==> src/rtl/irq_ctrl_if.sv <==
// irq_ctrl bus bundle: external lines, timer, ack/mask strobes
// and the conditioned interrupt vector towards the core.
interface irq_ctrl_if;
    logic [4:0] irq_i;
    logic       timer_int_i;
    logic       ack_we_i;
    logic [5:0] ack_i;
    logic       mask_we_i;
    logic [5:0] mask_i;
    logic [5:0] mask_o;
    logic [5:0] pending_o;
    logic [5:0] int_o;

    modport master (
        output irq_i, timer_int_i, ack_we_i, ack_i, mask_we_i, mask_i,
        input  mask_o, pending_o, int_o
    );

    modport slave (
        input  irq_i, timer_int_i, ack_we_i, ack_i, mask_we_i, mask_i,
        output mask_o, pending_o, int_o
    );
endinterface

==> src/rtl/irq_ctrl.sv <==
// Interrupt front-end: sync, debounce, edge/level capture,
// W1C pending register and mask feeding the core int_i vector.
module irq_ctrl #(
    parameter int unsigned DEBOUNCE_CYCLES = 4,
    parameter logic [5:0]  EDGE_MASK       = 6'b000000
) (
    input logic       clk,
    input logic       rst,
    irq_ctrl_if.slave bus
);
    localparam logic [7:0] CNT_LAST = 8'(DEBOUNCE_CYCLES - 1);

    // Timer is always level, so only the external bits can be edge mode.
    localparam logic [5:0] EDGE_MODE = {1'b0, EDGE_MASK[4:0]};

    logic [4:0]      s1_q, s1_d;
    logic [4:0]      s2_q, s2_d;
    logic [4:0]      filt_q, filt_d;
    logic [4:0][7:0] cnt_q, cnt_d;
    logic [5:0]      pending_q, pending_d;
    logic [5:0]      mask_q, mask_d;

    logic [5:0] ack_clr;
    logic [5:0] rise;
    logic [5:0] level;

    // Two-flop synchroniser for the asynchronous external lines.
    always_comb begin
        s1_d = bus.irq_i;
        s2_d = s1_q;
    end

    // Debounce: filtered value flips only after a run of stable samples.
    always_comb begin
        filt_d = filt_q;
        cnt_d  = cnt_q;
        for (int n = 0; n < 5; n++) begin
            if (s2_q[n] == filt_q[n]) begin
                cnt_d[n] = 8'd0;
            end else if (cnt_q[n] == CNT_LAST) begin
                filt_d[n] = s2_q[n];
                cnt_d[n]  = 8'd0;
            end else begin
                cnt_d[n] = cnt_q[n] + 8'd1;
            end
        end
    end

    // Pending: edge bits latch a filtered rise (set beats ack), level bits track.
    always_comb begin
        ack_clr   = bus.ack_we_i ? bus.ack_i : 6'd0;
        rise      = {1'b0, filt_d & ~filt_q};
        level     = {bus.timer_int_i, filt_q};
        pending_d = (EDGE_MODE & (rise | (pending_q & ~ack_clr)))
                  | (~EDGE_MODE & level);
    end

    // Mask register, independent of acknowledge.
    always_comb begin
        mask_d = bus.mask_we_i ? bus.mask_i : mask_q;
    end

    // State registers; reset drops all in-flight debounce state.
    always_ff @(posedge clk or posedge rst) begin
        if (rst) begin
            s1_q      <= '0;
            s2_q      <= '0;
            filt_q    <= '0;
            cnt_q     <= '0;
            pending_q <= '0;
            mask_q    <= 6'h3F;
        end else begin
            s1_q      <= s1_d;
            s2_q      <= s2_d;
            filt_q    <= filt_d;
            cnt_q     <= cnt_d;
            pending_q <= pending_d;
            mask_q    <= mask_d;
        end
    end

    assign bus.mask_o    = mask_q;
    assign bus.pending_o = pending_q;
    assign bus.int_o     = pending_q & mask_q;
endmodule

==> src/flat_wrapper.sv <==
// flat-port wrapper written by rule: the top's interface ports become plain ports
module irq_ctrl_flat 
#(
    parameter int unsigned DEBOUNCE_CYCLES = 4,
    parameter logic [5:0]  EDGE_MASK       = 6'b000000
)
  (clk, rst, bus_irq_i, bus_timer_int_i, bus_ack_we_i, bus_ack_i, bus_mask_we_i, bus_mask_i, bus_mask_o, bus_pending_o, bus_int_o);
  irq_ctrl_if bus_i ();
  input logic clk;
  input logic rst;
  input wire logic [$bits(bus_i.irq_i)-1:0] bus_irq_i;
  input wire logic [$bits(bus_i.timer_int_i)-1:0] bus_timer_int_i;
  input wire logic [$bits(bus_i.ack_we_i)-1:0] bus_ack_we_i;
  input wire logic [$bits(bus_i.ack_i)-1:0] bus_ack_i;
  input wire logic [$bits(bus_i.mask_we_i)-1:0] bus_mask_we_i;
  input wire logic [$bits(bus_i.mask_i)-1:0] bus_mask_i;
  output wire logic [$bits(bus_i.mask_o)-1:0] bus_mask_o;
  output wire logic [$bits(bus_i.pending_o)-1:0] bus_pending_o;
  output wire logic [$bits(bus_i.int_o)-1:0] bus_int_o;
  assign bus_i.irq_i = bus_irq_i;
  assign bus_i.timer_int_i = bus_timer_int_i;
  assign bus_i.ack_we_i = bus_ack_we_i;
  assign bus_i.ack_i = bus_ack_i;
  assign bus_i.mask_we_i = bus_mask_we_i;
  assign bus_i.mask_i = bus_mask_i;
  assign bus_mask_o = bus_i.mask_o;
  assign bus_pending_o = bus_i.pending_o;
  assign bus_int_o = bus_i.int_o;
  irq_ctrl #(.DEBOUNCE_CYCLES(DEBOUNCE_CYCLES), .EDGE_MASK(EDGE_MASK)) u_core (.clk(clk), .rst(rst), .bus(bus_i));
endmodule
==> config.mk <==
export PLATFORM = sky130hd
export DESIGN_NAME = irq_ctrl_flat
export DESIGN_NICKNAME = d
export VERILOG_FILES = /design/src/rtl/irq_ctrl_if.sv /design/src/rtl/irq_ctrl.sv /design/src/flat_wrapper.sv
export SDC_FILE = /design/constraint.sdc
export NUM_CORES = 1
export LEC_CHECK = 0
export ABC_AREA = 1
export CAP_MARGIN = 20
export CORE_MARGIN = 8
export CORE_UTILIZATION = 35
export CTS_CLUSTER_DIAMETER = 60
export DETAILED_ROUTE_END_ITERATION = 7
export GPL_TIMING_DRIVEN = 0
export PLACE_DENSITY_LB_ADDON = 0.1
export SLEW_MARGIN = 20
export SYNTH_ARGS = -nofsm -noshare
export SYNTH_HDL_FRONTEND = slang
export SYNTH_SLANG_ARGS = --single-unit
==> constraint.sdc <==
create_clock -name clk -period 2.5 [get_ports clk]
set_input_delay 0.375 -clock clk [delete_from_list [all_inputs] [get_ports clk]]
set_output_delay 0.375 -clock clk [all_outputs]
set_load 0.005 [all_outputs]
==> impl_results.md, run 1 <==
- Status: finished, final reports clean
- # IOs: 40
- CTS tree: done
- Synth async-reset ratio: 100%
- Most frequent cells after synthesis: 90 x nand2_1, 61 x dfrtp_1, 57 x nor2_1
- Slew margin rel.: 69.1%
- Die Ht: 110 um
- Pre-Repair DR Iteration Count: 4
- Max-slew violations: 0
- Slew @ Worst Pin: 0.464 ns
- GP Congestion: 0.786
- Detailed placer's ending HPWL: roughly 4.1 mm
- Synthesized cell area: 3110 um2
- Crit-path cells: nand2_1, inv_1, clkdlybuf4s50_1
- Number of global-route vias before repair: 2182
- Number of flops mapped to enable cells by yosys: 0
- WL final: 5.58 mm
- Ant diodes: 0
- WL/cell: 10.9 um
- Synth Instances: 354
- Ranking of synthesized cells by area: dfrtp_1 49%, nand2_1 11%, nor2_1 6.9%
- Max-cap check violation count: 0
- Cell variety after synth: 20
- WP data arrival: 1.46 ns
- Setup bufs post-CTS: 0
- Standard-cell rows: 34
- Count leader, synth: nand2_1
- Num CTS Buffers: 9
- Critical path buffers and inverters: 2
- Post-route cell area: around 3800 um2
- Cts repair resizes: 0
- Gr usage total: 10.6%
- Total number of vias: 2200
- CP peak stage delay: 0.54 ns
- DR vias/cell: 4.31
- Fillers: 880
- Die width: 110 um
- H-tree depth: 3
- Syn Nets: around 390
- Max clock buf depth: 2
- Initial antenna violation count: 0
- Critical Path RT: between 2 and 2.5 ns
- P&R area growth vs syn: 22.0%
- Share of layout cells above drive strength 1: 13.4%
- Leak: 0.00177 uW
- Fmax: 544 MHz
- Setup violators final: 0
- Crit share post-route: 73.5%
- DRT iter0 DRCs: 42
- Worst setup path class: reg2out
- Largest net degree at the start of global routing: 38
- Synth area leader: dfrtp_1
- Sequential-to-total area share from yosys stat: 54.1%
- Global-route wire length before repair: 9.98 mm
- Area post-placement: 3580 um2
- Peak VDD IR: 0.000318 V
- Die area: 12200 um2
- Seq cells post-synth: 67
- Yosys warns: 0
- Clock skew: between 0.01 and 0.015 ns
- DRC viols: 0
- Critical Path Sink Type: output port
- CP max FO: 3
- Worst skew pair latency: 0.34 ns
- RSZ-0062 raised after global routing: no
- Setup crit start kind: flop
- Core area: approximately 8700 um2
- Root Driver: clkbuf_8
- Final Hold Viols: 0
- Port Buffers: 31
- GR Overflow Total: 0
- HP Class: reg2reg
- Starting Density: 35.9%
- Power Dens Cells: 817 nW/um2
- Hold_ws: about 0.35 ns
- Nets: 429
- Antenna Nets Post-Route: 0
- Slowest library cell on the worst path: dfstp_2
- Delay-heaviest family, CP: flip-flops
- Top-area cell type share of the netlist area: 49.1%
- Hold-fix buffers, CTS: 0
- Time the worst path needs with I/O delays and setup: 1.84 ns
- Clock sinks: 67
- Worst-path clk slew: 0.07 ns
- Mean Syn Cell Area: 8.79 um2
- Post-synth top flop: dfrtp_1
## worst reg2reg max path, stage by stage, from the launching register on
cell and delay [ns]:
dfrtp_1 0.41, ha_1 0.20, nand2_1 0.06, nor2_1 0.14, nand2_1 0.10, nand2_1 0.15
nor2_1 0.07
## where the power goes
| group | switching (uW) | leakage (uW) | internal [uW] |
|---|---|---|---|
| Sequential | 189 | 0.000865 | 1270 |
| Combinational | 352 | 0.000797 | 327 |
| Clock | 395 | 0.000110 | 572 |
## cell families (layout without fill, tap and decap cells)
family | Yosys count | count (layout) | synth area share [%]
xor+xnor | 20 | 20 | 5.87
buf+inv | 51 | 99 | 6.19
simple gates | 193 | 193 | 26.5
compound gates | 7 | 7 | 1.13
mux | 6 | 6 | 2.17
flops | 67 | 67 | 54.1
fa+ha+maj | 10 | 10 | 4.02
## stage by stage
stage	worst slack, ns	power (uW)	instances	setup TNS, ns	utilization [%]
floorplan	0.452	1880	354	0	-
global placement	-0.825	2170	493	-51.13	41.0
detailed placement	1.00	2180	494	0	41.2
CTS	0.629	3170	510	0	43.7
global route	0.581	3350	510	0	43.7
finish	0.662	3100	510	0	43.7
## final timing paths
check                                     start                   end  slack (ns)  depth (start not counted)
max reg2reg                     u_core.cnt_q[0]       u_core.cnt_q[6]        1.27                          6
min                              u_core.s1_q[4]        u_core.s2_q[4]        0.35                          0
max                        u_core.bus.mask_o[5]          bus_int_o[5]        0.66                          3
max in group asynchronous                   rst  u_core.bus.mask_o[4]        1.51                          3
min reg2reg                      u_core.s1_q[4]        u_core.s2_q[4]        0.35                          0
min in group asynchronous                   rst      u_core.cnt_q[20]        0.41                          2
## state kept, by name, summed over array words and instances, names as in the netlist
name	flops
u_core.filt_q	5
u_core.s1_q	5
u_core.bus.mask_o	6
u_core.s2_q	5
u_core.cnt_q	40
u_core.bus.pending_o	6
## layout by cell type (no fill, tap or decap), types with 6 or more instances in the layout
master / synthesis / layout
nor2_1: 57 / 57
nand2_2: 8 / 8
xor2_1: 14 / 14
clkbuf_8: 0 / 13
ha_1: 10 / 10
clkdlybuf4s50_1: 0 / 31
inv_1: 49 / 48
nand3_1: 22 / 22
nand2_1: 90 / 90
mux2_2: 6 / 6
dfrtp_1: 61 / 61
dfstp_2: 6 / 6
nor2_2: 11 / 11
## final cells by class
class	instances	area (um2)	area share, %
clock inverters	1	30.0	0.791
repair buffers	32	330	8.70
plain buffers	1	5.00	0.132
clock buffers	15	186	4.91
well taps	108	135	3.56
inverters	50	190	5.01
flip-flops and latches	67	1680	44.4
multi-input cells	236	1230	32.5
## routing by layer
metal	share of wire, %	up-vias	wire [um]	track usage (%)
met5	0	-	0	0
met4	2.0	0	112	5.42
met3	4.7	10	260	3.20
met2	44	33	2440	15.6
met1	49	1008	2760	13.8
li1	-	1149	-	-
No activity file was read; power rests on OpenSTA's default activity.
==> inputs of run 2 (changes only) <==
clock period = 1.5 ns   (was 2.5 ns; I/O delays follow)
==> impl_results.md, run 2 (synthesis results as in run 1) <==
- Status: finished, final reports clean
- Gr usage total: a little over a tenth
- WL final: 5.60 mm
- Peak VDD IR: 0.000443 V
- Pre-Repair DR Iteration Count: 4
- DR vias/cell: 4.25
- Setup violators final: 0
- Slowest library cell on the worst path: dfstp_2
- CP max FO: 3
- HP Class: in2async
- Worst skew pair latency: 0.33 ns
- Total number of vias: ~2200
- Starting Density: a little over a third
- Setup bufs post-CTS: 0
- P&R area growth vs syn: 22.5%
- WL/cell: 11.0 um
- Slew margin rel.: roughly three quarters
- WP data arrival: between 1 and 1.5 ns
- Comb power frac: 21.2%
- Setup crit start kind: flop
- Largest net degree at the start of global routing: 27
- P_sw: 1560 uW
- Max clock buf depth: 2
- Crit share post-route: 94.5%
- DRC viols: 0
- Int Pwr: 3650 uW
- Worst setup path class: reg2out
- Final Hold Viols: 0
- Reg power frac: 46.7%
- Crit-path cells: nand2_1, inv_1, dlygate4sd2_1
- CTS tree: done
- Ant diodes: 0
- Final Power: 5210 uW
- DRT iter0 DRCs: 50
- Critical path buffers and inverters: 2
- Largest register FFs: 40
- Standard-cell rows: 34
- Max-slew violations: 0
- Detailed placer's ending HPWL: 4.22 mm
- Nets: 430
- Critical Path RT: 1.27 ns
- Area post-placement: 3600 um2
- Hold-fix buffers, CTS: 0
- Num CTS Buffers: 9
- Root Driver: clkbuf_8
- Largest Register: u_core.cnt_q
- Power Dens Cells: 1370 nW/um2
- H-tree depth: 3
- RSZ-0062 raised after global routing: no
- Cts repair resizes: 12
- Initial antenna violation count: 0
- CP peak stage delay: between 0.5 and 0.6 ns
- Time the worst path needs with I/O delays and setup: ~1.4 ns
- # IOs: 40
- Number of global-route vias before repair: 2203
- GR Overflow Total: 0
- Fmax: 706 MHz
- Share of layout cells above drive strength 1: 14.1%
- Slew @ Worst Pin: 0.396 ns
- Clock skew: 0.00906 ns
- Delay-heaviest family, CP: flip-flops
- Die width: 110 um
- Post-route cell area: about 3800 um2
- Global-route wire length before repair: 9.92 mm
- Commonest non-fill, non-tap cells in the layout: 90 x nand2_1, 61 x dfrtp_1, 57 x nor2_1
- Die area: 12200 um2
- Port Buffers: 31
- Switch share: approximately 30%
- Antenna Nets Post-Route: 0
- Commonest non-fill, non-tap cell in the layout: nand2_1
- GP Congestion: 0.767
- Die Ht: 110 um
- Core area: slightly below 9000 um2
- Leak: 0.00182 uW
- Clock power frac: 32.1%
- Critical Path Sink Type: output port
- Worst-path clk slew: about 0.070 ns
- Max-cap check violation count: 0
- Clock sinks: 67
## run 2: cell types whose count changed in the layout (fill, tap and decap cells not counted), sizes merged
| cell | before | now |
|---|---|---|
| inv | 50 | 49 |
| clkinv | 0 | 3 |
| clkinvlp | 0 | 1 |
| clkdlybuf4s50 | 31 | 19 |
| dlygate4sd2 | 0 | 12 |
| bufinv | 1 | 2 |
| buf | 2 | 3 |
| clkbuf | 15 | 11 |
## run 2: final timing paths
path | slack (ns) | endpoint | cells after the start | start
setup / recovery | 0.08 | bus_int_o[2] | 3 | u_core.bus.mask_o[2]
hold / removal | 0.23 | u_core.cnt_q[1] | 2 | rst
setup reg to reg | 0.28 | u_core.cnt_q[6] | 6 | u_core.cnt_q[0]
hold reg to reg | 0.35 | u_core.s2_q[2] | 0 | u_core.s1_q[2]
max in group asynchronous | 0.54 | u_core.bus.mask_o[3] | 4 | rst
min in group clk | 0.33 | u_core.bus.pending_o[5] | 1 | bus_timer_int_i
## run 2: stage by stage
| step | setup TNS, ns | util (%) | instances | worst slack [ns] | hold slack (ns) |
|---|---|---|---|---|---|
| 4_1_cts | 0 | 43.9 | 511 | 0.0331 | 0.224 |
| 2_1_floorplan | 0 | - | 354 | 0.453 | 0.256 |
| 3_5_place_dp | 0 | 41.5 | 495 | 0.123 | 0.336 |
| 5_1_grt | 0 | 43.9 | 511 | 0.00150 | 0.257 |
| 6_report | 0 | 43.9 | 511 | 0.0831 | 0.232 |
| 3_3_place_gp | -22.09 | 41.0 | 493 | -0.354 | 0.334 |
## run 2: layout make-up
type	instances	area, um2
repair buffers	33	335
inverters	50	191
multi-input cells	236	1230
flip-flops and latches	67	1680
fillers	873	4870
clock buffers	11	151
clock inverters	5	75.1
well taps	108	135
plain buffers	1	5.00
## run 2: metal layers
layer / vias up / global-route usage (%) / wire length, um
li1: 1159 / - / -
met1: 975 / 13.8 / 2770
met2: 28 / 15.6 / 2510
met3: 11 / 2.91 / 227
met4: 0 / 5.42 / 94
met5: - / 0 / 0
## run 2: power by group through the flow
stage	logic [uW]	registers, uW	clock network (uW)
after global routing	1280	2490	1840
after detailed placement	1170	2470	0
after floorplan	722	2410	0
final	1110	2430	1670
after global placement	1150	2460	0
after CTS	1140	2430	1760
